`src/rtl/serial_vector_assembler_pkg.sv`:
```
// -----------------------------------------------------------------------------
// vec_pkg : definitions shared by the serial vector assembler and the
//           downstream field-splitter stage.
//   VEC_W        default vector width (WIDTH parameter default)
//   VEC_W_MAX    widest legal vector; the parity helper takes this width
//   vec_t        default-width vector type, reused by the splitter
//   even_parity  XOR-reduce of a (zero-extended) vector
// -----------------------------------------------------------------------------
package vec_pkg;

  localparam int VEC_W     = 8;
  localparam int VEC_W_MAX = 32;

  typedef logic [VEC_W-1:0] vec_t;

  // Zero-extension by the caller does not change the XOR-reduce result.
  function automatic logic even_parity(input logic [VEC_W_MAX-1:0] vec);
    even_parity = ^vec;
  endfunction

endpackage

```
`src/rtl/serial_vector_assembler_if.sv`:
```
// -----------------------------------------------------------------------------
// serial_vector_assembler_if : serial input handshake plus assembled-vector
// output handshake of the serial vector assembler.
//   ser_in/ser_valid/ser_ready      serial bit beat (valid/ready)
//   out_vec/out_valid/out_ready     assembled vector (valid/ready)
//   busy                            partial vector in progress
//   parity_err                      only with PARITY_CHECK_EN defined
// Modports: master = assembler side, slave = environment side.
// -----------------------------------------------------------------------------
interface serial_vector_assembler_if
  import vec_pkg::*;
#(
  parameter int WIDTH = VEC_W
);

  logic             ser_in;
  logic             ser_valid;
  logic             ser_ready;
  logic [WIDTH-1:0] out_vec;
  logic             out_valid;
  logic             out_ready;
  logic             busy;
`ifdef PARITY_CHECK_EN
  logic             parity_err;

  modport master (
    input  ser_in, ser_valid, out_ready,
    output ser_ready, out_vec, out_valid, busy, parity_err
  );

  modport slave (
    output ser_in, ser_valid, out_ready,
    input  ser_ready, out_vec, out_valid, busy, parity_err
  );
`else
  modport master (
    input  ser_in, ser_valid, out_ready,
    output ser_ready, out_vec, out_valid, busy
  );

  modport slave (
    output ser_in, ser_valid, out_ready,
    input  ser_ready, out_vec, out_valid, busy
  );
`endif

endinterface

```
`src/rtl/serial_vector_assembler.sv`:
```
// -----------------------------------------------------------------------------
// serial_vector_assembler : gathers one serial bit per accepted beat into
// WIDTH-bit vectors and presents each completed vector on a one-entry
// valid/ready output register (feeds the field splitter directly).
//
// Parameters
//   WIDTH      bits per vector, 2..32
//   MSB_FIRST  1: first received bit lands in out_vec[WIDTH-1]
//              0: first received bit lands in out_vec[0]
// Ports
//   clk   rising-edge clock
//   rst   synchronous active-high reset
//   bus   serial_vector_assembler_if.master (ser_*, out_*, busy[, parity_err])
// Optional feature macro: PARITY_CHECK_EN
//   Frames become WIDTH data bits plus one trailing even-parity bit. A frame
//   with bad parity is dropped and parity_err pulses for one cycle.
// -----------------------------------------------------------------------------
module serial_vector_assembler
  import vec_pkg::*;
#(
  parameter int WIDTH     = VEC_W,
  parameter bit MSB_FIRST = 1'b1
) (
  input logic                        clk,
  input logic                        rst,
  serial_vector_assembler_if.master  bus
);

  localparam int CNT_W = $clog2(WIDTH + 1);
`ifdef PARITY_CHECK_EN
  // The parity bit is the completion beat.
  localparam int LAST = WIDTH;
`else
  localparam int LAST = WIDTH - 1;
`endif
  localparam logic [CNT_W-1:0] LAST_CNT = CNT_W'(LAST);
  localparam logic [CNT_W-1:0] ONE_CNT  = CNT_W'(1);

  logic [WIDTH-1:0] shift_r;
  logic [CNT_W-1:0] count_r;
  logic [WIDTH-1:0] out_vec_r;
  logic             out_valid_r;
  logic             busy_r;

  logic             last_beat_s;
  logic             ser_ready_s;
  logic             accept_s;
  logic [WIDTH-1:0] shifted_s;
  logic [WIDTH-1:0] shift_nxt_s;
  logic [CNT_W-1:0] count_nxt_s;
  logic             load_s;
  logic [WIDTH-1:0] load_word_s;
  logic             par_bad_s;

`ifdef PARITY_CHECK_EN
  logic             parity_err_r;
`endif

  // Stall only the completion beat, and only while the output holds an
  // unconsumed vector that is not being drained this cycle.
  assign last_beat_s = (count_r == LAST_CNT);
  assign ser_ready_s = !(last_beat_s && out_valid_r && !bus.out_ready);
  assign accept_s    = bus.ser_valid && ser_ready_s;

  // Shift direction, next shift/count and output-register load decision.
  always_comb begin
    shifted_s   = shift_r;
    shift_nxt_s = shift_r;
    count_nxt_s = count_r;
    load_s      = 1'b0;
    load_word_s = shift_r;
    par_bad_s   = 1'b0;

    if (MSB_FIRST) begin
      shifted_s = {shift_r[WIDTH-2:0], bus.ser_in};
    end else begin
      shifted_s = {bus.ser_in, shift_r[WIDTH-1:1]};
    end

    if (accept_s) begin
      if (last_beat_s) begin
        count_nxt_s = {CNT_W{1'b0}};
      end else begin
        count_nxt_s = count_r + ONE_CNT;
      end
    end else begin
      count_nxt_s = count_r;
    end

`ifdef PARITY_CHECK_EN
    // Parity beat does not enter the shift register; data is already complete.
    if (accept_s && !last_beat_s) begin
      shift_nxt_s = shifted_s;
    end else begin
      shift_nxt_s = shift_r;
    end
    load_word_s = shift_r;
    if (accept_s && last_beat_s) begin
      par_bad_s = even_parity(VEC_W_MAX'(shift_r)) ^ bus.ser_in;
      load_s    = !par_bad_s;
    end else begin
      par_bad_s = 1'b0;
      load_s    = 1'b0;
    end
`else
    // The completed word includes the bit accepted on the completion beat.
    if (accept_s) begin
      shift_nxt_s = shifted_s;
    end else begin
      shift_nxt_s = shift_r;
    end
    load_word_s = shifted_s;
    load_s      = accept_s && last_beat_s;
    par_bad_s   = 1'b0;
`endif
  end

  // Shift register, bit count and busy flag.
  always_ff @(posedge clk) begin
    if (rst) begin
      shift_r <= {WIDTH{1'b0}};
      count_r <= {CNT_W{1'b0}};
      busy_r  <= 1'b0;
    end else begin
      shift_r <= shift_nxt_s;
      count_r <= count_nxt_s;
      busy_r  <= (count_nxt_s != {CNT_W{1'b0}});
    end
  end

  // One-entry output register; a load while draining keeps out_valid high.
  always_ff @(posedge clk) begin
    if (rst) begin
      out_vec_r   <= {WIDTH{1'b0}};
      out_valid_r <= 1'b0;
    end else if (load_s) begin
      out_vec_r   <= load_word_s;
      out_valid_r <= 1'b1;
    end else if (bus.out_ready) begin
      out_valid_r <= 1'b0;
    end else begin
      out_valid_r <= out_valid_r;
    end
  end

`ifdef PARITY_CHECK_EN
  // Single-cycle error pulse following a bad parity beat.
  always_ff @(posedge clk) begin
    if (rst) begin
      parity_err_r <= 1'b0;
    end else begin
      parity_err_r <= par_bad_s;
    end
  end

  assign bus.parity_err = parity_err_r;
`endif

  assign bus.ser_ready = ser_ready_s;
  assign bus.out_vec   = out_vec_r;
  assign bus.out_valid = out_valid_r;
  assign bus.busy      = busy_r;

endmodule

```
`src/flat_wrapper.sv`:
```
// flat-port wrapper written by rule: the top's interface ports become plain ports
module serial_vector_assembler_flat import vec_pkg::*;
#(
  parameter int WIDTH     = VEC_W,
  parameter bit MSB_FIRST = 1'b1
)
  (clk, rst, bus_ser_in, bus_ser_valid, bus_out_ready, bus_ser_ready, bus_out_vec, bus_out_valid, bus_busy);
  serial_vector_assembler_if #(.WIDTH(WIDTH)) bus_i ();
  input logic clk;
  input logic rst;
  input wire logic [$bits(bus_i.ser_in)-1:0] bus_ser_in;
  input wire logic [$bits(bus_i.ser_valid)-1:0] bus_ser_valid;
  input wire logic [$bits(bus_i.out_ready)-1:0] bus_out_ready;
  output wire logic [$bits(bus_i.ser_ready)-1:0] bus_ser_ready;
  output wire logic [$bits(bus_i.out_vec)-1:0] bus_out_vec;
  output wire logic [$bits(bus_i.out_valid)-1:0] bus_out_valid;
  output wire logic [$bits(bus_i.busy)-1:0] bus_busy;
  assign bus_i.ser_in = bus_ser_in;
  assign bus_i.ser_valid = bus_ser_valid;
  assign bus_i.out_ready = bus_out_ready;
  assign bus_ser_ready = bus_i.ser_ready;
  assign bus_out_vec = bus_i.out_vec;
  assign bus_out_valid = bus_i.out_valid;
  assign bus_busy = bus_i.busy;
  serial_vector_assembler #(.WIDTH(WIDTH), .MSB_FIRST(MSB_FIRST)) u_core (.clk(clk), .rst(rst), .bus(bus_i));
endmodule
```
`config.mk`:
```
export PLATFORM = sky130hd
export DESIGN_NAME = serial_vector_assembler_flat
export DESIGN_NICKNAME = d
export VERILOG_FILES = /design/src/rtl/serial_vector_assembler_pkg.sv /design/src/rtl/serial_vector_assembler_if.sv /design/src/rtl/serial_vector_assembler.sv /design/src/flat_wrapper.sv
export SDC_FILE = /design/constraint.sdc
export NUM_CORES = 1
export LEC_CHECK = 0
export BUFFER_PORTS_ARGS = -buffer_cell sky130_fd_sc_hd__clkbuf_2
export CAP_MARGIN = 30
export CORE_MARGIN = 3
export CORE_UTILIZATION = 55
export DETAILED_ROUTE_END_ITERATION = 16
export PLACE_DENSITY = 0.8
export SETUP_SLACK_MARGIN = 0.2
export SYNTH_ARGS = -nofsm -noshare
export SYNTH_HDL_FRONTEND = slang
export SYNTH_SLANG_ARGS = --single-unit
```
`constraint.sdc`:
```
create_clock -name clk -period 2.8 [get_ports clk]
set_clock_uncertainty 0.15 [all_clocks]
set_input_delay 0 -clock clk [delete_from_list [all_inputs] [get_ports clk]]
set_output_delay 0 -clock clk [all_outputs]
set_load 0.02 [all_outputs]
```
==> results.py <==
metrics = {
    "placed_design": {
        "placed_area_sq_um": 896,
        "port_buffers": 15,
        "dp_hpwl_microns": 1010,
        "place_congestion": 0.818,
        "placed_cells": 106,
    },
    "cts": {
        "clkSinkCount": 21,
        "cts_root_buffer": "clkbuf_4",
        "cts.htree.levels": 1,
        "cts_tree": "built",
        "path_clk_slew_ps": 110,
        "clock_path_buffers": 2,
        "clock_latency_ps": 300,
        "cts_buffers": 3,
    },
    "power": {
        "combPwrFrac_pct": 7.3,
        "p_sw_mw": 0.109,
        "seq_power_share_pct": 64.1,
        "irDropWorstVdd_mv": 0.361,
        "power_leakage_nw": 0.489,
        "swShare_pct": 22.5,
        "p_int_mw": 0.374,
        "clockPowerShare_pct": 28.6,
        "power_density_nw_per_um2": 501,
    },
    "floorplan": {
        "die-area_sq_um": 1990,
        "die_w_microns": 44.6,
        "core-area_sq_um": 1350,
        "rows": 13,
        "initial_core_util_pct": 60.8,
        "die_h_microns": 44.6,
        "ioPinCount": 16,
    },
    "cells_and_area": {
        "instances_no_fill": 114,
        "fin_nets": 106,
        "fillers": 111,
        "drive_above_1_share_pct": 24.2,
        "design_area_sq_um": 963,
        "antenna_cells": 0,
        "syn_to_final_growth_pct": 17.4,
    },
    "sta": {
        "max_freq_mhz": 510,
        "fin_crit_ps": 1960,
        "setup-violations-final": 0,
        "finalHoldViolations": 0,
        "slew_viol_final": 0,
        "worst_pin_slew_ps": 549,
        "rsz0062_at_grt": "false",
        "hold_slack_ps": 26.0,
        "maxSlewHeadroom_pct": 63.4,
        "tns_ps": 0,
        "period_share_pct": 70.0,
    },
    "critical_path": {
        "crit_arrival_ps": 1980,
        "reg2reg_slack_ps": 840,
        "crit_fanout": 9,
        "r2r-start": "u_core.bus.out_valid$_SDFFE_PP0P_",
        "end_kind": "flop",
        "crit_start": "u_core.bus.out_valid$_SDFFE_PP0P_",
        "path_class": "reg -> reg",
        "worst_ep_required_time_ps": 2820,
        "start_kind": "flop",
    },
    "logic_synthesis": {
        "synth_largest_area_cell": "dfxtp_1",
        "synth_cells": 79,
        "ys_warn_count": 0,
        "syn_area_sq_um": 821,
        "syn_nets": 85,
        "ys_types": 23,
        "netlist_top_cells_area": "dfxtp_1 51%, mux2i_1 20%, nor2_1 7.8%, ha_1 1.5%, nand2b_1 1.5%",
        "ys_ff_latch": 21,
        "seq_area_frac_synth_pct": 51.2,
        "synth_top_area_share_pct": 51.2,
        "avgSynthCellArea_sq_um": 10.4,
    },
    "job": {
        "drv_cap": 0,
    },
    "global_routing": {
        "gr-total-overflow": 0,
        "antenna_found_initial": 0,
        "grt_max_degree": 24,
        "grt_pass1_wl_microns": 2430,
        "grt_pass1_vias": 583,
        "grt_usage_pct": 16.8,
    },
    "detailed_routing": {
        "routed_wirelength_microns": 1410,
        "num_vias": 607,
        "drtAntennaViolNets": 0,
        "wire_per_inst_microns": 12.3,
        "first_iter_violations": 12,
        "route.detailed.drc": 0,
        "drtPass1Iterations": 4,
        "vias_per_cell": 5.32,
    },
    "hold_path": {
        "hold_class": "in -> reg",
        "hold_start": "rst",
    },
    "run_status": {
        "status": "complete, no violations",
    },
}
[kinds of logic (layout without fill, tap and decap cells)]
family                   Yosys count  in the layout  synth area share (%)
AND/OR/NAND/NOR                   29             29                  17.7
flip-flops                        21             21                  51.2
multiplexers                      17             17                  20.9
AO/OA/AOI/OAI                      6              6                  5.49
buffers and inverters              5             25                  3.20
adder cells (fa/ha/maj)            1              1                  1.52
[metrics by stage]
| step | util [%] | power (mW) | setup WS, ps |
|---|---|---|---|
| 6_report | 71.4 | 0.482 | 840 |
| 3_3_place_gp | 66.4 | 0.347 | 951 |
| 2_1_floorplan | - | 0.339 | 1080 |
| 4_1_cts | 71.4 | 0.490 | 833 |
| 5_1_grt | 71.4 | 0.503 | 733 |
| 3_5_place_dp | 66.4 | 0.348 | 848 |
[timing repair]
| action | in CTS | in global routing |
|---|---|---|
| hold buffers | 4 | 0 |
| buffers inserted | 0 | 0 |
| gates resized for setup | 0 | 0 |
| endpoints found under the hold margin | 5 | 0 |
[area by class of cell]
cell class | instances | area [sq um] | share of cell area, %
Sequential cell | 21 | 420 | 43.6
Multi-Input combinational cell | 53 | 374 | 38.8
Timing Repair Buffer | 19 | 115 | 11.9
Clock buffer | 3 | 22.5 | 2.34
Tap cell | 15 | 18.8 | 1.95
Inverter | 2 | 7.51 | 0.779
Clock inverter | 1 | 5.00 | 0.519
[sequential cells by signal, summed over array words and instances, names as in the netlist]
| signal | cells |
|---|---|
| u_core.bus.out_vec | 8 |
| u_core.shift_r | 7 |
| u_core.count_r | 4 |
| u_core.bus.busy | 1 |
| u_core.bus.out_valid | 1 |
[cells in the final DEF (no fill, tap or decap)]
| master | instances |
|---|---|
| dfxtp_1 | 21 |
| nor2b_1 | 1 |
| nand3_2 | 1 |
| a31oi_1 | 1 |
| nand2b_1 | 2 |
| clkinv_2 | 1 |
| nor3_1 | 1 |
| or3b_1 | 1 |
| o21ai_2 | 1 |
| and3b_2 | 1 |
| nand4_1 | 1 |
| inv_1 | 2 |
| mux2_2 | 1 |
| mux2i_1 | 16 |
| ha_1 | 1 |
| nand2_1 | 2 |
| a21oi_1 | 2 |
| and3_1 | 1 |
| clkbuf_2 | 15 |
| o211ai_2 | 1 |
| clkbuf_4 | 3 |
| dlygate4sd3_1 | 4 |
| nor2_1 | 17 |
| nor4b_1 | 1 |
| a211oi_1 | 1 |
[final timing paths]
check                                             to  cells past startpoint
setup / recovery          u_core.bus.busy$_SDFF_PP0_                      4
hold / removal        u_core.shift_r[1]$_SDFFE_PP0N_                      2
setup reg to reg          u_core.bus.busy$_SDFF_PP0_                      4
hold reg to reg   u_core.bus.out_vec[1]$_SDFFE_PP0P_                      2
[per-layer routing]
layer / GRT usage, % / part of all wire, % / up-vias
li1: - / - / 310
met1: 20.3 / 45 / 276
met2: 27.2 / 48 / 16
met3: 2.44 / 4.6 / 5
met4: 11.4 / 2.6 / 0
met5: 0 / 0 / -
[worst max-delay path, cell delays in order (launching register included)]
cell	delay, ps
dfxtp_1	370
or3b_1	410
o21ai_2	470
mux2i_1	340
o211ai_2	100
[power groups by stage]
| stage | combinational, mW | sequential, mW | clock [mW] |
|---|---|---|---|
| after detailed placement | 0.0323 | 0.316 | 0 |
| after global placement | 0.0309 | 0.316 | 0 |
| final | 0.0352 | 0.309 | 0.138 |
| after global routing | 0.0394 | 0.311 | 0.153 |
| after floorplan | 0.0211 | 0.318 | 0 |
| after CTS | 0.0357 | 0.309 | 0.145 |
[cell usage after synthesis]
cell type   n
a31oi_1     1
nor2_1     17
ha_1        1
o21ai_2     1
a211oi_1    1
inv_1       2
buf_6       1
clkbuf_1    2
mux2i_1    16
nand2b_1    2
mux2_2      1
dfxtp_1    21
nor2b_1     1
and3b_2     1
nor4b_1     1
o211ai_2    1
a21oi_1     2
or3b_1      1
nand4_1     1
nand3_2     1
nor3_1      1
nand2_1     2
and3_1      1
Note: power is estimated with default switching activity, not from simulation.
